==> src/rtl/float_to_int_rm.sv <==
// float_to_int_rm: multi-cycle binary32 -> integer converter with selectable
// rounding mode, signed/unsigned result and invalid/inexact flags.
// An iterative shifter aligns the significand SHIFT_STEP bits per cycle.
module float_to_int_rm #(
    parameter int INT_WIDTH  = 32,
    parameter int SHIFT_STEP = 1
) (
    input  logic                 clk,
    input  logic                 reset_i,
    input  logic [31:0]          a_value_i,
    input  logic                 signed_i,
    input  logic [1:0]           round_mode_i,
    input  logic                 exec_strobe_i,
    output logic [INT_WIDTH-1:0] z_value_o,
    output logic                 invalid_o,
    output logic                 inexact_o,
    output logic                 busy_o,
    output logic                 done_strobe_o
);

    // Working magnitude is wide enough for the 24-bit significand and for
    // W+1 bits, so a rounding carry out of bit W-1 is never lost.
    localparam int MW = (INT_WIDTH + 1 > 24) ? INT_WIDTH + 1 : 24;

    localparam logic [2:0] S_IDLE    = 3'd0;
    localparam logic [2:0] S_UNPACK  = 3'd1;
    localparam logic [2:0] S_SPECIAL = 3'd2;
    localparam logic [2:0] S_ALIGN   = 3'd3;
    localparam logic [2:0] S_ROUND   = 3'd4;

    localparam logic [1:0] RM_RNE = 2'b00;
    localparam logic [1:0] RM_RTZ = 2'b01;
    localparam logic [1:0] RM_RDN = 2'b10;
    localparam logic [1:0] RM_RUP = 2'b11;

    localparam logic [MW-1:0] ONE_M    = MW'(1'b1);
    localparam logic [MW-1:0] SMAX_M   = (ONE_M << (INT_WIDTH - 1)) - ONE_M;
    localparam logic [MW-1:0] SMIN_M   = ONE_M << (INT_WIDTH - 1);
    localparam logic [MW-1:0] UMAX_M   = (ONE_M << INT_WIDTH) - ONE_M;
    localparam logic [INT_WIDTH-1:0] Z_SMAX = SMAX_M[INT_WIDTH-1:0];
    localparam logic [INT_WIDTH-1:0] Z_SMIN = SMIN_M[INT_WIDTH-1:0];
    localparam logic [INT_WIDTH-1:0] Z_UMAX = {INT_WIDTH{1'b1}};
    localparam logic [INT_WIDTH-1:0] Z_ZERO = {INT_WIDTH{1'b0}};
    // Biased exponent at which e reaches INT_WIDTH (always saturates).
    localparam logic [7:0] EXP_SAT = 8'(127 + INT_WIDTH);

    logic [2:0]           state_r, state_n;
    logic [31:0]          a_r, a_n;
    logic                 sgn_mode_r, sgn_mode_n;
    logic [1:0]           rm_r, rm_n;
    logic                 sign_r, sign_n;
    logic [7:0]           exp_r, exp_n;
    logic [23:0]          man_r, man_n;
    logic [MW-1:0]        mag_r, mag_n;
    logic                 g_r, g_n;
    logic                 st_r, st_n;
    logic [6:0]           cnt_r, cnt_n;
    logic                 left_r, left_n;
    logic [INT_WIDTH-1:0] z_r, z_n;
    logic                 inv_r, inv_n;
    logic                 inx_r, inx_n;
    logic                 done_r, done_n;
    logic                 busy_r, busy_n;

    logic [6:0]           sh_amt_s;
    logic [MW-1:0]        sh_mag_s;
    logic                 sh_g_s;
    logic                 sh_st_s;
    logic                 inc_s;
    logic [MW-1:0]        rmag_s;
    logic [INT_WIDTH-1:0] sat_hi_s;
    logic [INT_WIDTH-1:0] sat_lo_s;

    // One ALIGN step: shift up to SHIFT_STEP bits, collecting guard/sticky on right shifts.
    always_comb begin
        sh_amt_s = (cnt_r > 7'(SHIFT_STEP)) ? 7'(SHIFT_STEP) : cnt_r;
        sh_mag_s = mag_r;
        sh_g_s   = g_r;
        sh_st_s  = st_r;
        for (int i = 0; i < SHIFT_STEP; i++) begin
            if (7'(i) < sh_amt_s) begin
                if (left_r) begin
                    sh_mag_s = sh_mag_s << 1;
                end else begin
                    sh_st_s  = sh_st_s | sh_g_s;
                    sh_g_s   = sh_mag_s[0];
                    sh_mag_s = sh_mag_s >> 1;
                end
            end else begin
                sh_mag_s = sh_mag_s;
            end
        end
    end

    // Rounding increment decision and saturation values for the captured mode.
    always_comb begin
        case (rm_r)
            RM_RNE:  inc_s = g_r & (st_r | mag_r[0]);
            RM_RTZ:  inc_s = 1'b0;
            RM_RDN:  inc_s = sign_r & (g_r | st_r);
            RM_RUP:  inc_s = ~sign_r & (g_r | st_r);
            default: inc_s = 1'b0;
        endcase
        rmag_s   = mag_r + {{(MW-1){1'b0}}, inc_s};
        sat_hi_s = sgn_mode_r ? Z_SMAX : Z_UMAX;
        sat_lo_s = sgn_mode_r ? Z_SMIN : Z_ZERO;
    end

    // Next-state and datapath update for the conversion sequence.
    always_comb begin
        state_n    = state_r;
        a_n        = a_r;
        sgn_mode_n = sgn_mode_r;
        rm_n       = rm_r;
        sign_n     = sign_r;
        exp_n      = exp_r;
        man_n      = man_r;
        mag_n      = mag_r;
        g_n        = g_r;
        st_n       = st_r;
        cnt_n      = cnt_r;
        left_n     = left_r;
        z_n        = z_r;
        inv_n      = inv_r;
        inx_n      = inx_r;
        done_n     = 1'b0;
        case (state_r)
            S_IDLE: begin
                if (exec_strobe_i) begin
                    a_n        = a_value_i;
                    sgn_mode_n = signed_i;
                    rm_n       = round_mode_i;
                    state_n    = S_UNPACK;
                end else begin
                    state_n = S_IDLE;
                end
            end
            S_UNPACK: begin
                // e = exp - 127 is handled implicitly through biased compares.
                sign_n  = a_r[31];
                exp_n   = a_r[30:23];
                man_n   = {1'b1, a_r[22:0]};
                state_n = S_SPECIAL;
            end
            S_SPECIAL: begin
                if (exp_r == 8'hFF) begin
                    z_n     = (man_r[22:0] != 23'd0) ? sat_hi_s : (sign_r ? sat_lo_s : sat_hi_s);
                    inv_n   = 1'b1;
                    inx_n   = 1'b0;
                    done_n  = 1'b1;
                    state_n = S_IDLE;
                end else if (exp_r == 8'h00) begin
                    if (man_r[22:0] == 23'd0) begin
                        z_n     = Z_ZERO;
                        inv_n   = 1'b0;
                        inx_n   = 1'b0;
                        done_n  = 1'b1;
                        state_n = S_IDLE;
                    end else begin
                        // Denormals are far below 1: only sticky survives.
                        mag_n   = {MW{1'b0}};
                        g_n     = 1'b0;
                        st_n    = 1'b1;
                        cnt_n   = 7'd0;
                        left_n  = 1'b0;
                        state_n = S_ALIGN;
                    end
                end else if (exp_r >= EXP_SAT) begin
                    z_n     = sign_r ? sat_lo_s : sat_hi_s;
                    inv_n   = 1'b1;
                    inx_n   = 1'b0;
                    done_n  = 1'b1;
                    state_n = S_IDLE;
                end else begin
                    mag_n   = MW'(man_r);
                    g_n     = 1'b0;
                    st_n    = 1'b0;
                    state_n = S_ALIGN;
                    if (exp_r >= 8'd150) begin
                        left_n = 1'b1;
                        cnt_n  = 7'(exp_r - 8'd150);
                    end else begin
                        left_n = 1'b0;
                        cnt_n  = (exp_r <= 8'd125) ? 7'd25 : 7'(8'd150 - exp_r);
                    end
                end
            end
            S_ALIGN: begin
                mag_n   = sh_mag_s;
                g_n     = sh_g_s;
                st_n    = sh_st_s;
                cnt_n   = cnt_r - sh_amt_s;
                state_n = (cnt_r <= 7'(SHIFT_STEP)) ? S_ROUND : S_ALIGN;
            end
            S_ROUND: begin
                done_n  = 1'b1;
                state_n = S_IDLE;
                inx_n   = g_r | st_r;
                inv_n   = 1'b0;
                if (sgn_mode_r && !sign_r && (rmag_s > SMAX_M)) begin
                    z_n   = Z_SMAX;
                    inv_n = 1'b1;
                    inx_n = 1'b0;
                end else if (sgn_mode_r && sign_r && (rmag_s > SMIN_M)) begin
                    z_n   = Z_SMIN;
                    inv_n = 1'b1;
                    inx_n = 1'b0;
                end else if (!sgn_mode_r && sign_r) begin
                    z_n = Z_ZERO;
                    if (rmag_s != {MW{1'b0}}) begin
                        inv_n = 1'b1;
                        inx_n = 1'b0;
                    end else begin
                        inv_n = 1'b0;
                    end
                end else if (!sgn_mode_r && (rmag_s > UMAX_M)) begin
                    z_n   = Z_UMAX;
                    inv_n = 1'b1;
                    inx_n = 1'b0;
                end else begin
                    z_n = sign_r ? (~rmag_s[INT_WIDTH-1:0] + INT_WIDTH'(1'b1))
                                 : rmag_s[INT_WIDTH-1:0];
                end
            end
            default: begin
                state_n = S_IDLE;
            end
        endcase
        busy_n = (state_n != S_IDLE);
    end

    // State and output registers with synchronous reset.
    always_ff @(posedge clk) begin
        if (reset_i) begin
            state_r    <= S_IDLE;
            a_r        <= 32'd0;
            sgn_mode_r <= 1'b0;
            rm_r       <= 2'b00;
            sign_r     <= 1'b0;
            exp_r      <= 8'd0;
            man_r      <= 24'd0;
            mag_r      <= {MW{1'b0}};
            g_r        <= 1'b0;
            st_r       <= 1'b0;
            cnt_r      <= 7'd0;
            left_r     <= 1'b0;
            z_r        <= Z_ZERO;
            inv_r      <= 1'b0;
            inx_r      <= 1'b0;
            done_r     <= 1'b0;
            busy_r     <= 1'b0;
        end else begin
            state_r    <= state_n;
            a_r        <= a_n;
            sgn_mode_r <= sgn_mode_n;
            rm_r       <= rm_n;
            sign_r     <= sign_n;
            exp_r      <= exp_n;
            man_r      <= man_n;
            mag_r      <= mag_n;
            g_r        <= g_n;
            st_r       <= st_n;
            cnt_r      <= cnt_n;
            left_r     <= left_n;
            z_r        <= z_n;
            inv_r      <= inv_n;
            inx_r      <= inx_n;
            done_r     <= done_n;
            busy_r     <= busy_n;
        end
    end

    assign z_value_o     = z_r;
    assign invalid_o     = inv_r;
    assign inexact_o     = inx_r;
    assign done_strobe_o = done_r;
    assign busy_o        = busy_r;

endmodule

==> config.mk <==
export PLATFORM = sky130hd
export DESIGN_NAME = float_to_int_rm
export DESIGN_NICKNAME = d
export VERILOG_FILES = /design/src/rtl/float_to_int_rm.sv
export SDC_FILE = /design/constraint.sdc
export NUM_CORES = 1
export LEC_CHECK = 0
export CAP_MARGIN = 20
export CORE_ASPECT_RATIO = 1.1
export CORE_UTILIZATION = 60
export DETAILED_ROUTE_END_ITERATION = 6
export PLACE_DENSITY = 0.87
export SYNTH_ARGS = -nofsm -noshare
export SYNTH_HDL_FRONTEND = slang
export SYNTH_SLANG_ARGS = --single-unit
==> constraint.sdc <==
create_clock -name clk -period 8.82 [get_ports clk]
set_input_delay 0.882 -clock clk [delete_from_list [all_inputs] [get_ports clk]]
set_output_delay 0.882 -clock clk [all_outputs]
set_load 0.05 [all_outputs]
Yosys cells after proc, flatten, opt, wreduce, memory -nomap -nowiden. Cells that the tools add are included.

Bits in registers: 150. Input port bits: 38. Output and inout bits: 36. Logic and storage cells: 156.

$add $sub $neg: 5. Order comparisons: 9. Equal/unequal tests: 17. Mux-type cells: 77. Bitwise operators: 8. Reduce and logical (&&, ||, !) cells: 23.

Operators by type and width (number): two-way mux 32 bit (13); two-way mux 33 bit (6); greater-than comparator 33 x 32 -> 1 bit, second input constant (2); one-hot mux 33 bit (2 select lines) (1); one-hot mux 32 bit (2 select lines) (1); two-way mux 7 bit (7); two-way mux 1 bit (36); adder 33 x 1 -> 33 bit (1); greater-than comparator 33 x 31 -> 1 bit, second input constant (1); nonzero test 33 bit (1); adder 32 x 1 -> 32 bit, second input constant (1); inverter 32 bit (1); zero test 23 bit (1); nonzero test 23 bit (1); greater-or-equal comparator 8 bit, second input constant (2); one-hot mux 7 bit (2 select lines) (1); one-hot mux 3 bit (4 select lines) (1); inequality test 2 bit, second input constant (5); one-hot mux 1 bit (2 select lines) (5); two-way mux 3 bit (3); == test 8 bit, second input constant (1); <= comparator 8 x 7 -> 1 bit, second input constant (1); zero test 8 bit (1); inequality test 4 bit, second input constant (2); 28 further kinds (44).

Logic depth before layout (Yosys ltp). Gate-level depths: netlist (run 1).

Depth after elaboration: 12. Depth in mapped cells: 19. Mapped depth without buffers: 16.

Worst setup path after synthesis (run 1). OpenSTA, ideal clock, no wires.

Path type: flip-flop to flip-flop. From: register sign_r. To: register z_r[13] (netlist: z_value_o[13]). Setup time: 0.087 ns. Arrival time: 4.637 ns. Required time: 8.733 ns. Path slack: 4.096 ns. Cell stages (with the launch flop): 19. Path buffers: 3. Period minus slack after synthesis: 4.724 ns. Cells stage by stage: dfxtp_1 -> clkbuf_1 -> clkinv_1 -> a31oi_1 -> o21ai_0 -> a21oi_1 -> ha_1 -> ha_1 -> nand3_1 -> clkbuf_1 -> nor4_1 -> nand4_1 -> xnor2_1 -> or4_1 -> or4_1 -> a31oi_1 -> clkbuf_1 -> o21ai_0 -> a221oi_2.

Cells in the longest elaborated chain, start to end: 12. Elaborated cells on any way between the ends: 28. Those cells by class: add/sub (2); order compare (3); mux (12); bitwise (4); reduce/logical (7).

RTL lines: start: declaration (RTL line 51) `logic sign_r, sign_n;`; start signal: assignment (RTL line 257) `sign_r <= sign_n;`; inverter 1 bit (RTL line 101) `RM_RUP: inc_s = ~sign_r & (g_r | st_r);`; AND 1 bit (RTL line 101); one-hot mux 1 bit (4 select lines) (RTL line 97) `case (rm_r)`; adder 33 x 1 -> 33 bit (RTL line 104) `rmag_s = mag_r + {{(MW-1){1'b0}}, inc_s};`; inverter 32 bit (RTL line 221) `z_n = sign_r ? (~rmag_s[INT_WIDTH-1:0] + INT_WIDTH'(1'b1))`; adder 32 x 1 -> 32 bit (RTL line 221); two-way mux 32 bit (RTL line 221); two-way mux 32 bit (RTL line 216) `end else if (!sgn_mode_r && (rmag_s > UMAX_M)) begin`; two-way mux 32 bit (RTL line 208) `end else if (!sgn_mode_r && sign_r) begin`; two-way mux 32 bit (RTL line 204) `end else if (sgn_mode_r && sign_r && (rmag_s > SMIN_M)) begin`; two-way mux 32 bit (RTL line 200) `if (sgn_mode_r && !sign_r && (rmag_s > SMAX_M)) begin`; one-hot mux 32 bit (2 select lines) * (RTL line 127) `case (state_r)`; end signal: assignment (RTL line 265) `z_r <= z_n;`; end: declaration (RTL line 59) `logic [INT_WIDTH-1:0] z_r, z_n;`.

Every way passes the cells marked *; elsewhere a longest branch is shown, timed or not. The select of a mux whose other input is x is not followed. A chain may end at the register's enable or synchronous reset.

Worst setup path after layout (run 1).
From: register sign_r. To: register z_r[7] (netlist: z_value_o[7]).

Same word-level chain as after synthesis.

==> impl_metrics.json, run 1 <==
{
  "antenna_cells": 0,
  "hold_viol": 0,
  "insertion_delay_ps": 430,
  "drt_iter0_markers": 805,
  "tns_ps": 0,
  "place_hpwl_um": 15100,
  "rows": 46,
  "grtUsageTotal_pct": 29.2,
  "core_mm2": 0.0144,
  "cts.sinks": 150,
  "p_leak_nw": 3.22,
  "hold_depth": 2,
  "vias": 8410,
  "cp-end-kind": "flip-flop",
  "synth_cells": 1169,
  "ys_ff_latch": 150,
  "final_cell_count_no_fill": 1379,
  "fmax_ghz": 0.173,
  "cts_setup_buffers": 0,
  "synth_cell_types": 65,
  "regToRegSetupSlack_ps": 3030,
  "worstMarginPinSlew_ps": 1140,
  "die_x_um": 118,
  "avgSynthCellArea_um2": 7.56,
  "ys.flop_type": "dfxtp_1",
  "clk_pin_slew_worst_paths_ps": 60,
  "vias_per_cell": 6.10,
  "outcome": "complete, no violations",
  "portBuffers": 73,
  "post_cts_resize_count": 0,
  "total_power_w": 0.00186,
  "fin_crit_sh_pct": 65.6,
  "initial_core_util_pct": 61.4,
  "ant_nets": 0,
  "min_from": "a_r[18]",
  "syn2layout_area_growth_pct": 14.1,
  "layout_common_cells": "nand2_1, dfxtp_1, a21oi_1",
  "placed_area_mm2": 0.00947,
  "drt_pass1_iterations": 5,
  "cp.arrival_ps": 6120,
  "slew_headroom_pct": 24.0,
  "drive_gt1_share_pct": 6.32,
  "htreeDepth": 4,
  "cts_buffer_depth": 2,
  "min_path_type": "flip-flop to flip-flop",
  "start_kind": "flip-flop",
  "ys_warn_count": 0,
  "synth_fp_nets": 1221,
  "setup_violations": 0,
  "rsz0062_at_grt": "false",
  "worstPathMaxFanout": 38,
  "antenna_found_initial": 0,
  "finClkSkew_ps": 11.1,
  "worstRegToRegCells": 17,
  "wl_per_cell_um": 16.0,
  "async_flop_share_pct": 0,
  "r2r-start": "sign_r",
  "clockRootBuffer": "clkbuf_16",
  "drv_cap": 0,
  "setup_ws_ps": 3030,
  "post-place-ws_ps": 2460,
  "peakVddDrop_v": 0.000149,
  "power-per-cell-area_mw_per_mm2": 184,
  "netlist_area_mm2": 0.00884,
  "wirelength_um": 22000,
  "yosysSeqAreaShare_pct": 34.0,
  "grt_max_degree": 104,
  "die_y_um": 129,
  "grt_pass1_wl_um": 36500,
  "crit_type": "flip-flop to flip-flop",
  "dp_cells": 1344,
  "required_ps": 9150,
  "gp_congestion": 0.891,
  "min_to": "man_r[18]",
  "post-route-min-period_ps": 5790,
  "grt_pass1_vias": 7388,
  "final_common_cell": "nand2_1",
  "fin_nets": 1226,
  "hold_buffers": 0,
  "die-area_mm2": 0.0152,
  "reg2reg_to": "z_value_o[7]",
  "overflow": 0,
  "synth_edf_count": 0,
  "cts_tree": "built",
  "io_pins": 74,
  "post-route-drc-count": 0,
  "finalMaxSlewViolations": 0,
  "fin_area_mm2": 0.0101,
  "cts_made_buffers": 17
}
[area by class of cell]
cell class	instances	area, um2
repair buffers	84	830
inverters	19	71.3
well taps	192	240
flip-flops and latches	150	3000
fillers	1186	4300
clock inverters	13	121
multi-input cells	902	5370
clock buffers	19	453
[flip-flops by register name, summed over array words and instances, names as in the netlist]
| signal | count |
|---|---|
| rm_r | 2 |
| g_r | 1 |
| st_r | 1 |
| sign_r | 1 |
| z_value_o | 32 |
| done_strobe_o | 1 |
| cnt_r | 7 |
| a_r | 32 |
| busy_o | 1 |
| exp_r | 8 |
| invalid_o | 1 |
| mag_r | 33 |
| man_r | 24 |
| state_r | 3 |
| inexact_o | 1 |
| left_r | 1 |
| sgn_mode_r | 1 |
[through the flow]
stage | util [%] | hold slack, ps
2_1_floorplan | - | 432
4_1_cts | 69.8 | 456
3_5_place_dp | 65.8 | 444
3_3_place_gp | 65.8 | 438
6_report | 70.1 | 453
5_1_grt | 70.1 | 472
[worst max-delay path by stage]
stage / start / to / slack (ps) / cells past startpoint
2_1_floorplan: sign_r / z_value_o[13] / 4100 / 18
3_3_place_gp: sign_r / z_value_o[15] / 2720 / 16
3_5_place_dp: sign_r / z_value_o[7] / 2460 / 16
4_1_cts: sign_r / z_value_o[7] / 2430 / 16
5_1_grt: sign_r / z_value_o[7] / 2620 / 17
6_report: sign_r / z_value_o[7] / 3030 / 17
[critical path: stages (launching register included)]
cell and delay (ps):
dfxtp_1 320, buf_4 330, clkinv_1 320, a31oi_1 190, o21ai_0 110, a21oi_1 140, ha_1 340, ha_1 350
nand3_1 380, nor4_1 700, nand4_1 250, xnor2_1 200, or4_1 530, or4_1 510, a31oi_2 270, buf_6 240
o21ai_0 160, a221oi_2 330
[power breakdown]
| group | switching [W] | total [W] | leakage [nW] | internal (W) |
|---|---|---|---|---|
| combinational | 0.000238 | 0.000374 | 1.71 | 0.000136 |
| sequential | 0.0000595 | 0.000779 | 1.22 | 0.000719 |
| clock | 0.000300 | 0.000706 | 0.286 | 0.000406 |
| total | 0.000598 | 0.00186 | 3.22 | 0.00126 |
[cells in the mapped netlist (21+ instances only)]
cell type / instances / area, um2
nand2_1: 214 / 803
xor2_1: 21 / 184
a21oi_1: 105 / 526
mux2i_1: 34 / 340
a31oi_1: 21 / 131
a311oi_1: 25 / 219
o21ai_0: 50 / 250
nand3_1: 24 / 120
dfxtp_1: 150 / 3000
nor4_1: 22 / 138
xnor2_1: 34 / 298
nor2_1: 92 / 345
nor3_1: 52 / 260
clkbuf_1: 77 / 289
[logic make-up after synthesis]
group / Yosys count / share of synthesized area, %
adder cells (fa/ha/maj): 14 / 1.98
multiplexers: 34 / 3.85
AND/OR/NAND/NOR: 499 / 27.0
XOR/XNOR: 55 / 5.45
buffers and inverters: 117 / 5.49
AO/OA/AOI/OAI: 300 / 22.3
flip-flops: 150 / 34.0
[per-layer routing]
| layer | track usage (%) | part of all wire [%] |
|---|---|---|
| met4 | 10.9 | 2.4 |
| met3 | 5.11 | 4.9 |
| met2 | 48.8 | 48 |
| met1 | 38.0 | 45 |
| met5 | 0 | 0 |
No activity file was read; power rests on OpenSTA's default activity.
==> run 2: changes to the inputs <==
--- a/config.mk
+++ b/config.mk
@@ -7,9 +7,9 @@
 export LEC_CHECK = 0
 export CAP_MARGIN = 20
 export CORE_ASPECT_RATIO = 1.1
-export CORE_UTILIZATION = 60
+export CORE_UTILIZATION = 59
 export DETAILED_ROUTE_END_ITERATION = 6
-export PLACE_DENSITY = 0.87
+export PLACE_DENSITY = 0.86
 export SYNTH_ARGS = -nofsm -noshare
 export SYNTH_HDL_FRONTEND = slang
 export SYNTH_SLANG_ARGS = --single-unit
==> constraint.sdc (replaced) <==
create_clock -name clk -period 5.75 [get_ports clk]
set_input_delay 0.575 -clock clk [delete_from_list [all_inputs] [get_ports clk]]
set_output_delay 0.575 -clock clk [all_outputs]
set_load 0.05 [all_outputs]
==> run 2 against run 1 <==
Setup slack worse by 2600 ps. Non-clock buffer count up 7. Via count up 2.2%. Fmax up 7.9%. Power up 58%. Clock power up 64%. Register-to-register slack worse by 2600 ps. Wire length up 3.1%. Final area up 0.88%. Utilization up 0.056 points. Sequential power up 53%. Critical path type unchanged. Largest power group unchanged. Highest routed layer unchanged.
==> impl_metrics.json, run 2 (synthesized netlist as in run 1, its figures left out) <==
{
  "cts_made_buffers": 17,
  "post-route-drc-count": 0,
  "clk_pin_slew_worst_paths_ps": 60,
  "cts_tree": "built",
  "tns_ps": 0,
  "wl_per_cell_um": 16.4,
  "seq_power_share_pct": 40.4,
  "r2r-start": "g_r",
  "required_ps": 6090,
  "die-area_mm2": 0.0155,
  "place_hpwl_um": 15400,
  "post-route-min-period_ps": 5370,
  "final_common_cell": "nand2_1",
  "antenna_cells": 0,
  "core_mm2": 0.0145,
  "regToRegSetupSlack_ps": 380,
  "overflow": 0,
  "hold_buffers": 0,
  "clkPwrFrac_pct": 39.5,
  "grt_pass1_vias": 7767,
  "power-per-cell-area_mw_per_mm2": 290,
  "grtUsageTotal_pct": 29.8,
  "cp-end-kind": "flip-flop",
  "vias": 8592,
  "dp_cells": 1352,
  "worstMarginPinSlew_ps": 1070,
  "portBuffers": 73,
  "fin_crit_sh_pct": 93.3,
  "fin_nets": 1233,
  "drt_iter0_markers": 785,
  "grt_pass1_wl_um": 37600,
  "switchingPower_w": 0.000932,
  "gp_congestion": 0.924,
  "setup_violations": 0,
  "nFillCells": 1197,
  "drive_gt1_share_pct": 6.79,
  "rsz0062_at_grt": "false",
  "top_register": "mag_r",
  "rows": 46,
  "p_int_w": 0.00201,
  "slowest_stage": "o22ai_2",
  "syn2layout_area_growth_pct": 15.1,
  "ant_nets": 0,
  "endpoint": "z_value_o[9]",
  "initial_core_util_pct": 60.9,
  "hold_viol": 0,
  "slew_headroom_pct": 28.6,
  "layout_common_cells": "nand2_1, dfxtp_1, a21oi_1",
  "post_cts_resize_count": 0,
  "drt_pass1_iterations": 5,
  "cts_setup_buffers": 0,
  "finalMaxSlewViolations": 0,
  "critPathLaunch": "g_r",
  "worstRegToRegCells": 16,
  "p_comb_share_pct": 20.1,
  "path_cells": "a21oi_1 -> a31oi_1 -> o21ai_0 -> a21oi_1 -> ha_1 -> ha_1 -> nand3_1 -> buf_4 -> or3_4 -> or4_1 -> and2_4 -> or4_4 -> or2_2 -> o22ai_2 -> o21ai_0 -> a221oi_2",
  "die_y_um": 130,
  "final_cell_count_no_fill": 1385,
  "min_path_type": "flip-flop to flip-flop",
  "slowest_delay_ps": 820,
  "largest_register_ffs": 33,
  "io_pins": 74,
  "antenna_found_initial": 0,
  "reg2reg_to": "z_value_o[9]",
  "cp.arrival_ps": 5710,
  "wirelength_um": 22700,
  "cts_buffer_depth": 2,
  "clockRootBuffer": "clkbuf_16",
  "finClkSkew_ps": 9.87,
  "crit_type": "flip-flop to flip-flop",
  "vias_per_cell": 6.20,
  "grt_max_degree": 100,
  "outcome": "complete, no violations",
  "peakVddDrop_v": 0.000219,
  "start_kind": "flip-flop",
  "htreeDepth": 4,
  "fmax_ghz": 0.186,
  "die_x_um": 119,
  "worstPathMaxFanout": 29,
  "p_leak_nw": 3.26,
  "insertion_delay_ps": 430,
  "drv_cap": 0,
  "swShare_pct": 31.6,
  "cts.sinks": 150
}
run 2: cell count changes in the layout (fill, tap and decap cells not counted), sizes merged:
cell and change:
buf +6, bufinv +2, clkinv -3, clkinvlp +2
inv -1
run 2: final cells by class:
type	count	area (um2)	area share (%)
sequential	150	3000	29.5
clock buffer	18	439	4.32
inverter	19	71.3	0.701
tap	192	240	2.36
clock inverter	13	173	1.70
multi-input combinational	902	5370	52.8
timing repair buffer	91	881	8.65
run 2: worst min path at each step:
stage,from,end,cells past startpoint
global placement,a_r[5],man_r[5],2
floorplan,a_r[0],man_r[0],2
global route,a_r[28],exp_r[5],2
detailed placement,a_r[29],exp_r[6],2
CTS,a_r[29],exp_r[6],2
finish,a_r[30],exp_r[7],2
run 2: through the flow:
stage	util [%]	total power [W]	area (um2)	hold WS (ps)	setup WS [ps]
5_1_grt	70.2	0.00307	10200	469	27.4
4_1_cts	69.9	0.00293	10100	453	436
6_report	70.2	0.00295	10200	452	384
3_5_place_dp	65.7	0.00178	9530	443	494
3_3_place_gp	65.7	0.00177	9530	438	612
2_1_floorplan	-	0.00162	8840	432	1030
run 2: power groups by stage:
stage | Clock [W] | Combinational [W] | Sequential, W
final | 0.00116 | 0.000591 | 0.00119
after global routing | 0.00122 | 0.000651 | 0.00120
after CTS | 0.00117 | 0.000576 | 0.00119
after detailed placement | 0 | 0.000570 | 0.00121
after global placement | 0 | 0.000560 | 0.00121
after floorplan | 0 | 0.000433 | 0.00119
run 2: critical path: cells and delay by family (launching register included):
family	cells	cell delay [ps]
compound gates	7	1870
fa+ha+maj	2	710
buf+inv	1	210
flops	1	380
simple gates	6	2090
run 2: metal layers:
metal,GRT usage [%],part of all wire [%],vias up,routed length [um]
li1,-,-,4228,-
met1,37.4,44,3965,9950
met2,50.8,48,336,10900
met3,4.82,5.1,63,1160
met5,0,0,-,0
met4,13.6,3.1,0,710
==> run 3: changes to the inputs <==
--- a/config.mk
+++ b/config.mk
@@ -10,6 +10,7 @@
 export CORE_UTILIZATION = 59
 export DETAILED_ROUTE_END_ITERATION = 6
 export PLACE_DENSITY = 0.86
+export SETUP_SLACK_MARGIN = 0.2
 export SYNTH_ARGS = -nofsm -noshare
 export SYNTH_HDL_FRONTEND = slang
 export SYNTH_SLANG_ARGS = --single-unit
==> run 3 against run 2 <==
First-iteration DRC count is 9.9% higher. Count of clock-buffer cells in the layout unchanged. Utilization grew 0.052 points. Combinational power about the same. Critical path depth increased by 1. Setup slack improved by 280 ps. Wire length increased by 0.42%. Sequential cell count unchanged. Via count fell by 0.30%. Sequential share of layout area about the same. Critical path type unchanged. Fmax is 5.4% higher. Cell count unchanged.
==> impl_metrics.json, run 3 (synthesized netlist as in run 1, its figures left out) <==
{
  "cp-end-kind": "flip-flop",
  "fin_crit_sh_pct": 88.5,
  "drt_iter0_markers": 863,
  "crit_type": "flip-flop to flip-flop",
  "worstMarginPinSlew_ps": 1030,
  "critPathLaunch": "g_r",
  "gp_congestion": 0.924,
  "overflow": 0,
  "endpoint": "z_value_o[9]",
  "rsz0062_at_grt": "false",
  "syn2layout_area_growth_pct": 15.2,
  "multi_input_area_mm2": 0.00538,
  "p_comb_share_pct": 20.1,
  "slew_headroom_pct": 31.6,
  "switchingPower_w": 0.000936,
  "total_power_w": 0.00295,
  "finalMaxSlewViolations": 0,
  "largest_register_ffs": 33,
  "cts_buffer_depth": 2,
  "tns_ps": 0,
  "clk_pin_slew_worst_paths_ps": 60,
  "htreeDepth": 4,
  "power-per-cell-area_mw_per_mm2": 290,
  "vias_per_cell": 6.18,
  "post-route-min-period_ps": 5090,
  "peakVddDrop_v": 0.000219,
  "setup_violations": 0,
  "grt_pass1_vias": 7767,
  "hold_viol": 0,
  "wirelength_um": 22800,
  "swShare_pct": 31.7,
  "antenna_cells": 0,
  "drive_gt1_share_pct": 6.79,
  "layout_common_cells": "nand2_1, dfxtp_1, a21oi_1",
  "nFillCells": 1199,
  "top_register": "mag_r",
  "place_hpwl_um": 15400,
  "outcome": "complete, no violations",
  "grt_pass1_wl_um": 37600,
  "worstPathMaxFanout": 29,
  "antenna_found_initial": 0,
  "rows": 46,
  "core_mm2": 0.0145,
  "path_cells": "a21oi_1 -> a31oi_1 -> o21ai_0 -> a21oi_1 -> ha_1 -> ha_1 -> nand3_1 -> buf_4 -> nor4_1 -> nand4_1 -> xnor2_1 -> or4_1 -> or4_1 -> a31oi_2 -> buf_4 -> o21ai_0 -> a221oi_2",
  "slowest_stage": "nor4_1",
  "min_path_type": "flip-flop to flip-flop",
  "die_x_um": 119,
  "drv_cap": 0,
  "wl_per_cell_um": 16.5,
  "seq_power_share_pct": 40.4,
  "cp.arrival_ps": 5440,
  "clkPwrFrac_pct": 39.6,
  "io_pins": 74,
  "portBuffers": 73,
  "die_y_um": 130,
  "worstRegToRegCells": 17,
  "slowest_delay_ps": 630,
  "cts_tree": "built",
  "cts.sinks": 150,
  "p_leak_nw": 3.26,
  "final_common_cell": "nand2_1",
  "fin_nets": 1233,
  "ant_nets": 0,
  "required_ps": 6100,
  "die-area_mm2": 0.0155,
  "fmax_ghz": 0.196,
  "grt_max_degree": 100,
  "insertion_delay_ps": 440,
  "drt_pass1_iterations": 5,
  "post-route-drc-count": 0,
  "vias": 8566,
  "clockRootBuffer": "clkbuf_16",
  "start_kind": "flip-flop",
  "grtUsageTotal_pct": 29.8,
  "finClkSkew_ps": 11.6,
  "regToRegSetupSlack_ps": 660,
  "register_area_mm2": 0.00300,
  "p_int_w": 0.00201,
  "reg2reg_to": "z_value_o[9]",
  "cts_made_buffers": 17,
  "initial_core_util_pct": 60.9,
  "r2r-start": "g_r"
}
## run 3: changes by cell type in the layout (fill, tap and decap cells not counted)
| cell | delta |
|---|---|
| o22ai_4 | +1 |
| o22ai_2 | -1 |
## run 3: timing repair
item                       CTS  global route
setup buffers                0             0
gates resized for setup      0             1
setup endpoints to repair    0            18
hold buffers                 0             0
## run 3: worst min-delay path by stage
stage,startpoint,slack (ps),to,cells after the start
global placement,a_r[5],440,man_r[5],2
detailed placement,a_r[29],440,exp_r[6],2
floorplan,a_r[0],430,man_r[0],2
finish,a_r[3],450,man_r[3],2
CTS,a_r[29],450,exp_r[6],2
global route,a_r[28],470,exp_r[5],2
## run 3: layout make-up
| class | instances | share of cell area (%) |
|---|---|---|
| inverter | 19 | 0.700 |
| sequential | 150 | 29.5 |
| clock buffer | 18 | 4.31 |
| clock inverter | 13 | 1.70 |
| timing repair buffer | 91 | 8.65 |
| multi-input combinational | 902 | 52.8 |
| tap | 192 | 2.36 |
## run 3: metal layers
layer	vias to the layer above	track usage, %	share of wire, %
li1	4233	-	-
met1	3990	37.4	44
met4	0	13.6	2.9
met2	286	50.8	48
met3	57	4.82	4.8
met5	-	0	0
## run 3: critical path: cells and delay by family, from the launching register on
family / cells / cell delay, ps
simple gates: 5 / 2080
compound gates: 7 / 1120
fa+ha+maj: 2 / 710
buf+inv: 2 / 500
flops: 1 / 380
xor+xnor: 1 / 210
## run 3: power groups by stage
| stage | registers (W) | logic (W) | clock network, W |
|---|---|---|---|
| 2_1_floorplan | 0.00119 | 0.000433 | 0 |
| 3_3_place_gp | 0.00121 | 0.000560 | 0 |
| 3_5_place_dp | 0.00121 | 0.000570 | 0 |
| 4_1_cts | 0.00119 | 0.000576 | 0.00117 |
| 5_1_grt | 0.00120 | 0.000651 | 0.00122 |
| 6_report | 0.00119 | 0.000592 | 0.00117 |
## run 3: metrics by stage
stage | cells | hold slack, ps | setup WS (ps) | utilization (%) | instance area (um2)
CTS | 1383 | 453 | 436 | 69.9 | 10100
global route | 1385 | 469 | 292 | 70.2 | 10200
global placement | 1351 | 438 | 612 | 65.7 | 9530
finish | 1385 | 452 | 660 | 70.2 | 10200
detailed placement | 1352 | 443 | 494 | 65.7 | 9530
floorplan | 1169 | 432 | 1030 | - | 8840
